<file path="src/rtl/steer_quad_pkg.sv">
// Shared types and helpers for the quadrature steering encoder.
package steer_quad_pkg;

  localparam int PHASES = 4;

  typedef enum logic [1:0] {
    DIR_IDLE  = 2'b00,
    DIR_RIGHT = 2'b01,
    DIR_LEFT  = 2'b10
  } dir_t;

  // Phase index to {A,B} Gray code; adjacent phases differ in one bit.
  function automatic logic [1:0] gray_of(input logic [1:0] phase);
    case (phase)
      2'd0:    gray_of = 2'b00;
      2'd1:    gray_of = 2'b01;
      2'd2:    gray_of = 2'b11;
      default: gray_of = 2'b10;
    endcase
  endfunction

endpackage

</file>
<file path="src/rtl/steer_quad_chan.sv">
// One steering channel: input sync, direction decode, ramped divider, phase.
//
// dir     | meaning
// --------+---------------------------------------------
// IDLE    | no request (or both buttons); divider parked
// RIGHT   | counting towards the next phase increment
// LEFT    | counting towards the next phase decrement
module steer_quad_chan
  import steer_quad_pkg::*;
#(
  parameter int DIV_W       = 16,
  parameter int DIV_SLOW    = 22500,
  parameter int DIV_FAST    = 7500,
  parameter int RAMP_STEP   = 1875,
  parameter int SYNC_STAGES = 2
) (
  input  logic       CLK,
  input  logic       Reset_n,
  input  logic       ce,
  input  logic       left,
  input  logic       right,
  output logic [1:0] steer,
  output logic       step,
  output logic [1:0] dir
);

  localparam logic [DIV_W-1:0] SLOW_P = DIV_W'(DIV_SLOW);
  localparam logic [DIV_W-1:0] FAST_P = DIV_W'(DIV_FAST);
  localparam logic [DIV_W:0]   RAMP_X = (DIV_W+1)'(RAMP_STEP);
  localparam logic [DIV_W:0]   FAST_X = (DIV_W+1)'(DIV_FAST);

  logic                       left_s, right_s;
  dir_t                       req, dir_q;
  logic [DIV_W-1:0]           cnt, period, next_period;
  logic [DIV_W:0]             period_ext, period_dec;
  logic [$clog2(PHASES)-1:0]  phase, phase_nxt;

  if (SYNC_STAGES > 0) begin : g_sync
    logic [SYNC_STAGES-1:0] l_sync, r_sync;

    // Shift the raw buttons through the synchroniser chain every CLK.
    always_ff @(posedge CLK) begin
      if (!Reset_n) begin
        l_sync <= '0;
        r_sync <= '0;
      end else begin
        l_sync <= (l_sync << 1) | SYNC_STAGES'(left);
        r_sync <= (r_sync << 1) | SYNC_STAGES'(right);
      end
    end

    assign left_s  = l_sync[SYNC_STAGES-1];
    assign right_s = r_sync[SYNC_STAGES-1];
  end else begin : g_nosync
    assign left_s  = left;
    assign right_s = right;
  end

  // Decode the requested direction; both buttons together mean idle.
  always_comb begin
    req = DIR_IDLE;
    if (right_s && !left_s)      req = DIR_RIGHT;
    else if (left_s && !right_s) req = DIR_LEFT;
  end

  assign period_ext = {1'b0, period};
  assign period_dec = period_ext - RAMP_X;
  assign phase_nxt  = (dir_q == DIR_RIGHT) ? phase + 2'd1 : phase - 2'd1;

  // Shorten the period by one ramp step, never below the top-speed period.
  always_comb begin
    next_period = period_dec[DIV_W-1:0];
    if (period_ext < RAMP_X || period_dec < FAST_X) next_period = FAST_P;
  end

  // Divider, ramp and phase state machine; advances only on ce ticks.
  always_ff @(posedge CLK) begin
    if (!Reset_n) begin
      phase  <= '0;
      steer  <= 2'b00;
      cnt    <= '0;
      period <= SLOW_P;
      dir_q  <= DIR_IDLE;
      step   <= 1'b0;
    end else begin
      step <= 1'b0;
      if (ce) begin
        if (req == DIR_IDLE) begin
          cnt    <= '0;
          period <= SLOW_P;
          dir_q  <= DIR_IDLE;
        end else if (req != dir_q) begin
          cnt    <= '0;
          period <= SLOW_P;
          dir_q  <= req;
        end else if (cnt == period - DIV_W'(1)) begin
          phase  <= phase_nxt;
          steer  <= gray_of(phase_nxt);
          step   <= 1'b1;
          cnt    <= '0;
          period <= next_period;
        end else begin
          cnt <= cnt + DIV_W'(1);
        end
      end
    end
  end

  assign dir = dir_q;

endmodule

</file>
<file path="src/rtl/steer_quad_multi.sv">
// N-channel joystick-to-quadrature steering encoder; packs per-channel outputs.
module steer_quad_multi #(
  parameter int CHANNELS    = 2,
  parameter int DIV_W       = 16,
  parameter int DIV_SLOW    = 22500,
  parameter int DIV_FAST    = 7500,
  parameter int RAMP_STEP   = 1875,
  parameter int SYNC_STAGES = 2
) (
  input  logic                  CLK,
  input  logic                  Reset_n,
  input  logic                  ce,
  input  logic [CHANNELS-1:0]   left,
  input  logic [CHANNELS-1:0]   right,
  output logic [2*CHANNELS-1:0] steer,
  output logic [CHANNELS-1:0]   step,
  output logic [2*CHANNELS-1:0] dir
);

  if (DIV_FAST < 1 || DIV_FAST > DIV_SLOW || 64'(DIV_SLOW) >= (64'd1 << DIV_W) ||
      CHANNELS < 1 || CHANNELS > 8) begin : g_bad_params
    $error("steer_quad_multi: illegal parameter combination");
  end

  // One independent channel per steering input.
  for (genvar c = 0; c < CHANNELS; c++) begin : g_chan
    steer_quad_chan #(
      .DIV_W      (DIV_W),
      .DIV_SLOW   (DIV_SLOW),
      .DIV_FAST   (DIV_FAST),
      .RAMP_STEP  (RAMP_STEP),
      .SYNC_STAGES(SYNC_STAGES)
    ) u_chan (
      .CLK    (CLK),
      .Reset_n(Reset_n),
      .ce     (ce),
      .left   (left[c]),
      .right  (right[c]),
      .steer  (steer[2*c+1:2*c]),
      .step   (step[c]),
      .dir    (dir[2*c+1:2*c])
    );
  end

endmodule

</file>
<file path="config.mk">
export PLATFORM = sky130hd
export DESIGN_NAME = steer_quad_multi
export DESIGN_NICKNAME = d
export VERILOG_FILES = /design/src/rtl/steer_quad_pkg.sv /design/src/rtl/steer_quad_chan.sv /design/src/rtl/steer_quad_multi.sv
export SDC_FILE = /design/constraint.sdc
export NUM_CORES = 1
export LEC_CHECK = 0
export ABC_AREA = 1
export CORE_MARGIN = 1.5
export CORE_UTILIZATION = 25
export CTS_CLUSTER_SIZE = 20
export DETAILED_ROUTE_END_ITERATION = 8
export SLEW_MARGIN = 10
export SYNTH_ARGS = -nofsm -noshare
export SYNTH_HDL_FRONTEND = slang
export SYNTH_SLANG_ARGS = --single-unit
</file>
<file path="constraint.sdc">
create_clock -name CLK -period 2.2 [get_ports CLK]
set_input_delay 0.44 -clock CLK [delete_from_list [all_inputs] [get_ports CLK]]
set_output_delay 0.44 -clock CLK [all_outputs]
set_load 0.02 [all_outputs]
</file>
; ---- Word-level counts from Yosys, hierarchy flattened
; Cells that the tools add are included.
[word_totals]
register_bits = 86
out_inout_bits = 10
elab_cells = 104
[op_classes]
n_addsub = 10
n_lt_le_gt_ge = 4
n_eq_ne = 10
muxes = 28
bitwise_logic = 10
n_reduce_logical = 26
[ops]
columns = operator, count
row1 = 16-bit 2-to-1 mux, 14
row2 = 17-bit by 13-bit less-than comparator with 1-bit output (second input constant), 2
row3 = 16-bit by 11-bit subtractor with 17-bit output (second input constant), 2
row4 = 16-bit by 1-bit adder with 16-bit output (second input constant), 2
row5 = 16-bit == test, 2
row6 = 16-bit by 11-bit less-than comparator with 1-bit output (second input constant), 2
row7 = 16-bit by 1-bit subtractor with 16-bit output (second input constant), 2
row8 = 2-bit 2-to-1 mux, 10
row9 = 2-bit one-hot mux with 3 select lines, 2
row10 = 2-bit by 1-bit == test with 1-bit output (second input constant), 4
row11 = 2-bit zero test, 4
row12 = 2-bit by 1-bit OR with 2-bit output, 4
row13 = 2-bit AND reduction, 4
row14 = 4-bit AND reduction, 2
row15 = 4-bit OR reduction, 2
row16 = 1-bit inverter, 6
row17 = 3-bit nonzero test, 2
row18 = 2-bit by 1-bit adder with 2-bit output (second input constant), 2
row19 = 2-bit == test (second input constant), 2
row20 = 1-bit logical AND, 4
row21 = 1-bit zero test, 4
row22 = 2-bit inequality test, 2
row23 = 2-bit nonzero test, 2
row24 = 2-bit by 1-bit subtractor with 2-bit output (second input constant), 2
row25 = other kinds (2), 4

; ---- Logic depth before layout (Yosys ltp)
; Gate-level depths: netlist of the first run.
[depth]
word_depth = 7
depth_mapped = 18
ltp_nobuf = 18

; ---- Hierarchy
; A second synthesis of the first run with hierarchy kept.
[unflattened]
hier_cells = 1148
hier_area_um2 = 6871.6
[modules_own_cells]
columns = module, n_inst, cells_per_inst, area_each_um2, seq_area_each_um2
row1 = steer_quad_chan, 2, 574, 3435.8, 860.8

; ---- Least setup slack after synthesis of the first run
; Ideal clock, no wire load.
[synth_timing]
kind = reg-to-reg
from = register g_chan[1].u_chan.period[0]
to = register g_chan[1].u_chan.period[10]
setup_time_ns = 0.134
t_arrival_ns = 1.988
path_slack_ns = 0.078
stages_incl_launch_ff = 13
path_buffers = 1
path_cell_list = dfxtp_1 inv_1 ha_1 xnor2_1 nor2_1 nand2_1 nor2_1 nand3_1 nor3_2 nand3_2 buf_4 nand3_1 nand3_1
[synth_via]
elab_chain_len = 7
word_cells_on_any_way = 12
[synth_lines]
columns = element, line
row1 = from (decl), steer_quad_chan.sv:34  ; logic [DIV_W-1:0] cnt, period, next_period;
row2 = from (signal assigned), steer_quad_chan.sv:101  ; period <= next_period;
row3 = 16-bit by 11-bit subtractor with 17-bit output, steer_quad_chan.sv:67  ; assign period_dec = period_ext - RAMP_X;
row4 = 17-bit by 13-bit less-than comparator with 1-bit output, steer_quad_chan.sv:73  ; if (period_ext < RAMP_X || period_dec < FAST_X) next_period = FAST_P;
row5 = 1-bit logical OR, steer_quad_chan.sv:73
row6 = 16-bit 2-to-1 mux, steer_quad_chan.sv:73
row7 = 16-bit 2-to-1 mux, steer_quad_chan.sv:96  ; end else if (cnt == period - DIV_W'(1)) begin
row8 = 16-bit 2-to-1 mux, steer_quad_chan.sv:92  ; end else if (req != dir_q) begin
row9 = 16-bit 2-to-1 mux, steer_quad_chan.sv:88  ; if (req == DIR_IDLE) begin
; Parallel ways exist; a longest one is shown, timed or not. The select of a mux whose other input is x is not followed.
; A chain may end at the register's enable or synchronous reset.

; ---- Worst setup path in the final report of the first run
[layout_timing]
from = register g_chan[1].u_chan.period[1]
to = register g_chan[1].u_chan.period[0]
; The elaborated chain is that of the path after synthesis.

==> results list, run 1 <==
- After synthesis, the mean cell area works out to 5.81 um^2.
- Across the routed clock network, the largest skew measured is roughly 15 ps.
- Total die area: about 0.028 mm^2
* Total nets after synthesis: approximately 1200
- Detailed placement ended at an HPWL of between 15000 and 20000 um.
* Crit share post-route: 101%
- First-pass GRT wire length: roughly 35000 um
* Crit path setup slack, layout: -31.1 ps
- The Yosys step of the flow raised 0 warnings.
* Vias in the first global route: roughly 7100
- The post-route netlist has roughly 27% of its cells at a drive strength greater than 1.
- Routed wire per std cell: ~13 um
- Cell Rows: 60
* Sequential cell area fraction in the yosys report: about 25%
- Placed cells: approximately 1600
* Proportion of synthesized flip-flops having asynchronous set or reset: 0%
- Sinks on Clock Net: between 80 and 90
- The flow ran to the end, but the final reports show violations.
- Largest fanout on the critical path: 5
* CTS H-Tree Depth: 3
* EDFF count, synth: 0
* Slew at the pin closest to its max-slew limit: between 500 and 600 ps
* Finished Cell Area: 0.00926 mm^2
- Clock input transition at the sequential cells of the worst setup and hold paths: roughly 70 ps
- Final antenna diode count: 0
- Normalized max-slew margin: 65.6%
* Worst hold-check path type: register to register
- Number of antenna violations at the first check in global routing: 0
- Total wirelength of the detailed-routed design: ~22000 um
- The critical path is of the register to register type.
- Final hold violation count: 0
- M1 GR Usage: approximately a fifth
- Data on the critical path is required at its endpoint by 2490 ps.
- The tree is rooted in a clkbuf_16.
- The longest clock path from root to sink contains 2 buffers.
- Count of vias placed by the detailed router: around 7600
- Setup repair after global routing missed its margin: yes
- DR pass1 iterations: 6
- From synthesis to final layout, the design area changed by 37.0%.
- Entering global routing, the biggest net connects 38 pins.
* Reported max-cap violation count: 0
- The synthesized netlist contains 39 unique library cells.
- The core region is ~0.027 mm^2.
- Number of buffers inserted during clock tree synthesis: 9
* Flops & latches, synth: between 80 and 90
* Total standard cell area after synthesis: about 0.0068 mm^2
* Met3 Resource Use GR: between 1.5 and 2%
- DR iter-0 viols: between 500 and 600
* Final-layout worst hold slack: between 400 and 500 ps
* Routability congestion estimate from global placement: 0.960
* Final critical-path required period: 2230 ps
- Global routing consumed, on the met2 layer, a little over a quarter of the routing resources.
- The initial utilization of the core area, before any placement, comes to approximately a quarter.
- Overall power: approximately 4.4 mW
- In this run the cell area measured after placement is 0.00803 mm^2.
* Worst path arrival time: between 2000 and 3000 ps
- Total power per unit cell area: 474 mW/mm^2
* CTS tree: done
* Detailed-route vias per instance: between 4 and 5
* Maximum vdd ir drop: about 0.28 mV
- After detailed routing, the number of remaining DRC violations is 0.
* Total global routing track utilization: between 10% and 20%
- For this design the static power due to leakage is 4.12 nW.
* Die boundary width: approximately 170 um
- Once layout is complete, the cells apart from fillers number ~1600.
* Clock latency on the worst-skew pair: 360 ps
- Setup violations remaining at the end of the flow were counted as 9.
- Achievable clock frequency: 448 MHz
* Violations in the final reports: setup timing
- The max-slew violation count was 0.
* Top-level I/O count: 17
* Most used flip-flop cell after synthesis: dfxtp_1
- At the end of the flow, the number of nets in the layout was 1303.
- Die Height: 167 um
- In this run the most used layer during global routing was met2.
* Synthesized instance count: between 1000 and 1500
- Number of buffers added on ports: 16
* Total global routing overflow: 0
* Endpoint type of the worst setup path: register
- Post-route ant nets: 0
* Critical Path Source Type: register
## through the flow
stage	utilization [%]	setup TNS, ps	setup WS, ps
after floorplan	-	0	78.3
after global placement	30.0	-217	-43.0
after detailed placement	30.0	-1460	-65.1
after CTS	31.9	0	0.661
after global routing	34.6	-6980	-181
final	34.6	-127	-31.1
## logic make-up (layout without fill, tap and decap cells)
family / after synthesis / after routing / synth area share, %
AOI/OAI and AO/OA: 90 / 90 / 7.33
xor gates and xnor gates: 50 / 50 / 6.48
adders and majority gates: 10 / 10 / 1.85
buffers and inverters: 185 / 309 / 11.1
DFF: 86 / 86 / 25.5
and+or+nand+nor: 743 / 746 / 47.8
## worst paths after layout
path | start | end | slack [ps] | depth (start not counted)
max | g_chan[1].u_chan.period[1] | g_chan[1].u_chan.period[0] | -30 | 16
min | g_chan[0].u_chan.g_sync.l_sync[0] | g_chan[0].u_chan.g_sync.l_sync[1] | 420 | 2
max reg2reg | g_chan[1].u_chan.period[1] | g_chan[1].u_chan.period[0] | -30 | 16
min reg2reg | g_chan[0].u_chan.g_sync.l_sync[0] | g_chan[0].u_chan.g_sync.l_sync[1] | 420 | 2
## area by class of cell
class	instances	area, um^2
sequential	86	1770
inverter	142	536
tap	341	427
multi-input combinational	896	4950
clock inverter	7	104
fill	2885	17500
timing repair buffer	151	1250
clock buffer	9	225
## report_power, final
part / switching, mW / internal [mW] / leakage [nW]
registers: 0.0627 / 1.59 / 0.702
logic: 0.599 / 0.380 / 3.27
clock network: 0.744 / 1.01 / 0.154
total: 1.41 / 2.98 / 4.12
## cell usage in the layout, fill, tap and decap left out, types with 5 or more instances in the layout
cell,instances
nand2_1,315
o21a_1,8
nor3_1,12
nand2_4,11
dfxtp_2,17
inv_1,127
nand2_2,48
nor2_2,29
buf_6,16
xor2_1,33
buf_4,117
nor2_4,18
o21ai_0,18
nand4_1,22
nand3_4,5
inv_2,13
xnor2_1,16
dfxtp_4,6
a21oi_2,6
a21oi_1,46
dfxtp_1,63
clkbuf_16,9
nand3_2,24
nand3b_1,10
clkdlybuf4s50_1,15
nor2_1,115
ha_1,6
nand3_1,121
## per-layer routing
layer	vias up	share of wire (%)
li1	3923	-
met1	3529	46
met2	149	48
met3	41	3.6
met4	0	2.4
met5	-	0
## synth_stat cells (all sizes together), types with 2 or more instances
master,count,area share (%)
inv,141,7.8
xor2,34,4.4
a21oi,53,4.0
ha,10,1.9
nor3,18,1.6
o21bai,2,0.22
buf,21,2.0
a21boi,3,0.33
nand3,149,11
nand4,22,2.0
nand2,375,21
or2,3,0.28
nand3b,10,1.1
dfxtp,86,25
clkbuf,22,1.2
nor2,162,9.8
o21ai,20,1.5
nor3b,2,0.22
xnor2,16,2.1
o21a,8,0.89
## registers in the layout, indices dropped and copies added, names as in the netlist
signal,flops
g_chan.u_chan.g_sync.l_sync,4
g_chan.u_chan.dir,4
g_chan.u_chan.g_sync.r_sync,4
g_chan.u_chan.period,32
g_chan.u_chan.cnt,32
g_chan.u_chan.steer,4
g_chan.u_chan.phase,4
g_chan.u_chan.step,2
## critical path, stage by stage, from the launching register on
cell	delay, ps
dfxtp_4	370
inv_4	60
ha_4	150
nand2_4	70
nor2_4	150
buf_4	130
nand2_1	40
nand2_1	60
nand2_1	50
inv_1	60
nand3_2	100
nor3_4	310
buf_6	170
nand3_4	130
nor2_2	140
nand2_1	70
a21oi_2	110
## repair_timing
item,in CTS,in global routing
pin swaps,6,71
endpoints found under the setup margin,53,72
resized for setup,30,192
hold buffers,0,0
buffers inserted,6,12
cloned,0,3
Note: power is estimated with default switching activity, not from simulation.
==> run 2: changes to the inputs <==
SKIP_CTS_REPAIR_TIMING = 1   (was default)
==> run 2 against run 1 <==
The flow still finishes with violations (setup timing). Fmax grew 1.1%. Clock skew shrank 0.90 ps. Critical endpoint is now g_chan[1].u_chan.period[15]. Clock-buffer cell count is the same. Routed wire length grew 0.52%. Sequential power is essentially flat. Via count grew 0.60%.
==> results list, run 2 (synthesis results as in run 1) <==
* Combinational cell fraction of total power: 22.4% (about the same)
* Die Height: 167 um (unchanged)
- Reg2Reg Launch Point: g_chan[1].u_chan.period[1]
- The number of I/O pins was 17 (unchanged).
- The effective utilization at floorplan was 25.3% (unchanged).
- The worst register-to-register path ends at g_chan[1].u_chan.period[15].
- Violations in the final reports: setup timing
- The overall track demand over capacity in global routing came to 15.0% (-0.092 points).
- Finished Cell Area: 0.00924 mm^2 (-0.19%)
- The hold violation total from the final report was 0 (unchanged).
- Routed wire per std cell: 13.4 um (+0.39%)
* DR pass1 iterations: 5 (-1)
- Critical Path Source Type: register
- The sequential cell fraction of total power is 37.7% (about the same).
- Routability congestion estimate from global placement: 0.960 (unchanged)
- The first-pass GRT wire length came to 34400 um (-0.62%).
- Setup repair after global routing missed its margin: yes
- Compared with the post-synthesis result, the final layout area differs by 36.7%.
* Final antenna diode count: 0 (unchanged)
- Post-DP HPWL: 16000 um (unchanged)
- The run finished, with violations left.
- The number of buffers inserted during clock tree synthesis came to 9 (unchanged).
* Clock network fraction of total power: 39.9% (about the same)
- The endpoint arrival time on the critical path came to 2500 ps (-20 ps).
* Maximum vdd ir drop: 0.279 mV (+0.27%)
- Achievable clock frequency: 453 MHz (+1.1%)
- Reported max-cap violation count: 0 (unchanged)
* Post-route ant nets: 0 (unchanged)
- The switching power summed over all nets came to 1.40 mW (-0.27%).
- DRC violations left: 0 (unchanged)
- The routed wire length is 21800 um (+0.52%).
- The internal power consumption was 2.99 mW (+0.11%).
- The worst-case setup margin in the final layout came to -7.53 ps (+23.6 ps).
- The cell area after placement is 0.00803 mm^2 (unchanged).
* Largest fanout on the critical path: 4 (-1)
- The post-route setup TNS is -7.53 ps (+120 ps).
- CTS H-Tree Depth: 3 (unchanged)
- Worst Path Class, Setup: register to register
- Worst setup path end: g_chan[1].u_chan.period[15]
- Sw frac: 31.9% (-0.084 points)
- Final std cells w/o fill: 1634 (+0.12%)
- Detailed-route vias per instance: 4.71 (+0.48%)
- The worst-case clock buffer depth is 2 (unchanged).
- The floorplan die area is 0.0280 mm^2 (unchanged).
- Layout cell share with drive strength beyond 1: 26.4% (-0.66 points)
- Total power per unit cell area: 475 mW/mm^2 (+0.18%)
- DR iter-0 viols: 537 (+5.9%)
- Clock input transition at the sequential cells of the worst setup and hold paths: 70 ps (about the same)
* Sinks on Clock Net: 86 (unchanged)
- The slowest stage of the critical path is the dfxtp_4 cell.
- Walking the worst path, the cells encountered are inv_2 -> ha_4 -> nand2_2 -> nor2_4 -> xor2_1 -> nand2_1 -> nor3_4 -> nand2_2 -> buf_6 -> nor2_4 -> nand3_2 -> a21oi_2.
* Final critical-path required period: 2210 ps (-23.6 ps)
- The tightest slew margin relative to the limit was 67.4% (+1.8 points).
- The number of buffer cells added on primary ports came to 16 (unchanged).
* Slew at the pin closest to its max-slew limit: 489 ps (-27.0 ps)
- The worst reg-to-reg setup slack was -8 ps (+20 ps).
* Worst Clk Skew: 14.3 ps (-0.900 ps)
* # setup viols final: 1 (-8)
- The most critical setup path has its startpoint at g_chan[1].u_chan.period[1].
- Most frequent cells in the layout: nand2_1, nand3_1, inv_1
* Crit share post-route: 100% (-1.1 points)
- Largest net degree at the start of global routing: 38 (unchanged)
- The row count is 60 (unchanged).
- Static Leakage: 4.12 nW (about the same)
- TritonCTS built the clock tree.
* Number of antenna violations at the first check in global routing: 0 (unchanged)
- Total global routing overflow: 0 (unchanged)
* Vias in the first global route: 7054 (-0.77%)
* Layout Nets: 1305 (+0.15%)
- Endpoint type of the worst setup path: register
* Placed cells: 1595 (unchanged)
* Largest registers: g_chan.u_chan.cnt: 32 flops, g_chan.u_chan.period: 32 flops
* Most frequent standard cell in the layout excluding fill and tap cells: nand2_1
* Count of cells along the worst register-to-register path: 12 (-4)
* Delay of the slowest cell on the worst path: 360 ps (about the same)
* Clock latency on the worst-skew pair: 360 ps (about the same)
* Clock root buffer: clkbuf_16
* Count of vias placed by the detailed router: 7688 (+0.60%)
- The overall die width came to 167 um (unchanged).
- Required @ worst endpoint: 2500 ps (about the same)
- The area of the core region came to 0.0267 mm^2 (unchanged).
- The tightest min-delay check is of the register to register type.
* Max Transition Viols Final: 0 (unchanged)
run 2: changes by cell type in the layout (fill, tap and decap cells not counted), sizes merged:
cell / previous run / this run
buf: 136 / 137
nor2: 162 / 163
run 2: critical path: cells and delay by family (launching register included):
family	cells	cell delay, ps
xor+xnor	1	250
fa+ha+maj	1	150
simple gates	7	1060
flops	1	360
compound gates	1	130
buf+inv	2	210
run 2: power by group through the flow:
stage	sequential, mW	clock (mW)	combinational, mW
after CTS	1.65	1.80	0.841
after detailed placement	1.69	0	0.836
after global routing	1.66	1.85	1.09
after global placement	1.69	0	0.831
final	1.66	1.75	0.983
after floorplan	1.66	0	0.550
run 2: layout make-up:
type / instances / area, um^2
clock buffer: 9 / 225
clock inverter: 7 / 104
fill: 2876 / 17500
inverter: 142 / 533
multi-input combinational: 897 / 4920
sequential: 86 / 1770
tap: 341 / 427
timing repair buffer: 152 / 1260
run 2: worst min path at each step:
stage | startpoint | endpoint | cells after the start | slack (ps)
after floorplan | g_chan[0].u_chan.g_sync.l_sync[0] | g_chan[0].u_chan.g_sync.l_sync[1] | 2 | 390
after global placement | g_chan[1].u_chan.g_sync.r_sync[0] | g_chan[1].u_chan.g_sync.r_sync[1] | 2 | 400
after detailed placement | g_chan[1].u_chan.g_sync.l_sync[0] | g_chan[1].u_chan.g_sync.l_sync[1] | 2 | 400
after CTS | g_chan[1].u_chan.g_sync.l_sync[0] | g_chan[1].u_chan.g_sync.l_sync[1] | 2 | 430
after global routing | g_chan[1].u_chan.g_sync.l_sync[0] | g_chan[1].u_chan.g_sync.l_sync[1] | 2 | 440
final | g_chan[1].u_chan.g_sync.l_sync[0] | g_chan[1].u_chan.g_sync.l_sync[1] | 2 | 420
run 2: stage by stage:
| step | power [mW] | setup slack, ps | hold slack [ps] | util [%] |
|---|---|---|---|---|
| 5_1_grt | 4.60 | -153 | 443 | 34.6 |
| 6_report | 4.39 | -7.53 | 423 | 34.6 |
| 2_1_floorplan | 2.21 | 78.3 | 390 | - |
| 3_5_place_dp | 2.52 | -65.1 | 404 | 30.0 |
| 3_3_place_gp | 2.52 | -43.0 | 401 | 30.0 |
| 4_1_cts | 4.30 | -95.9 | 427 | 31.3 |
run 2: layer usage:
metal | vias to the layer above | global-route usage (%) | part of all wire [%]
li1 | 3923 | - | -
met1 | 3548 | 19.2 | 45
met2 | 171 | 25.6 | 48
met3 | 46 | 2.03 | 4.3
met4 | 0 | 5.91 | 3.1
met5 | - | 0 | 0
==> run 3: changes to the inputs <==
CTS_CLUSTER_DIAMETER = 30   (was default)
==> results of run 3 <==
The final DEF is identical to that of run 2; final timing and power are the same.
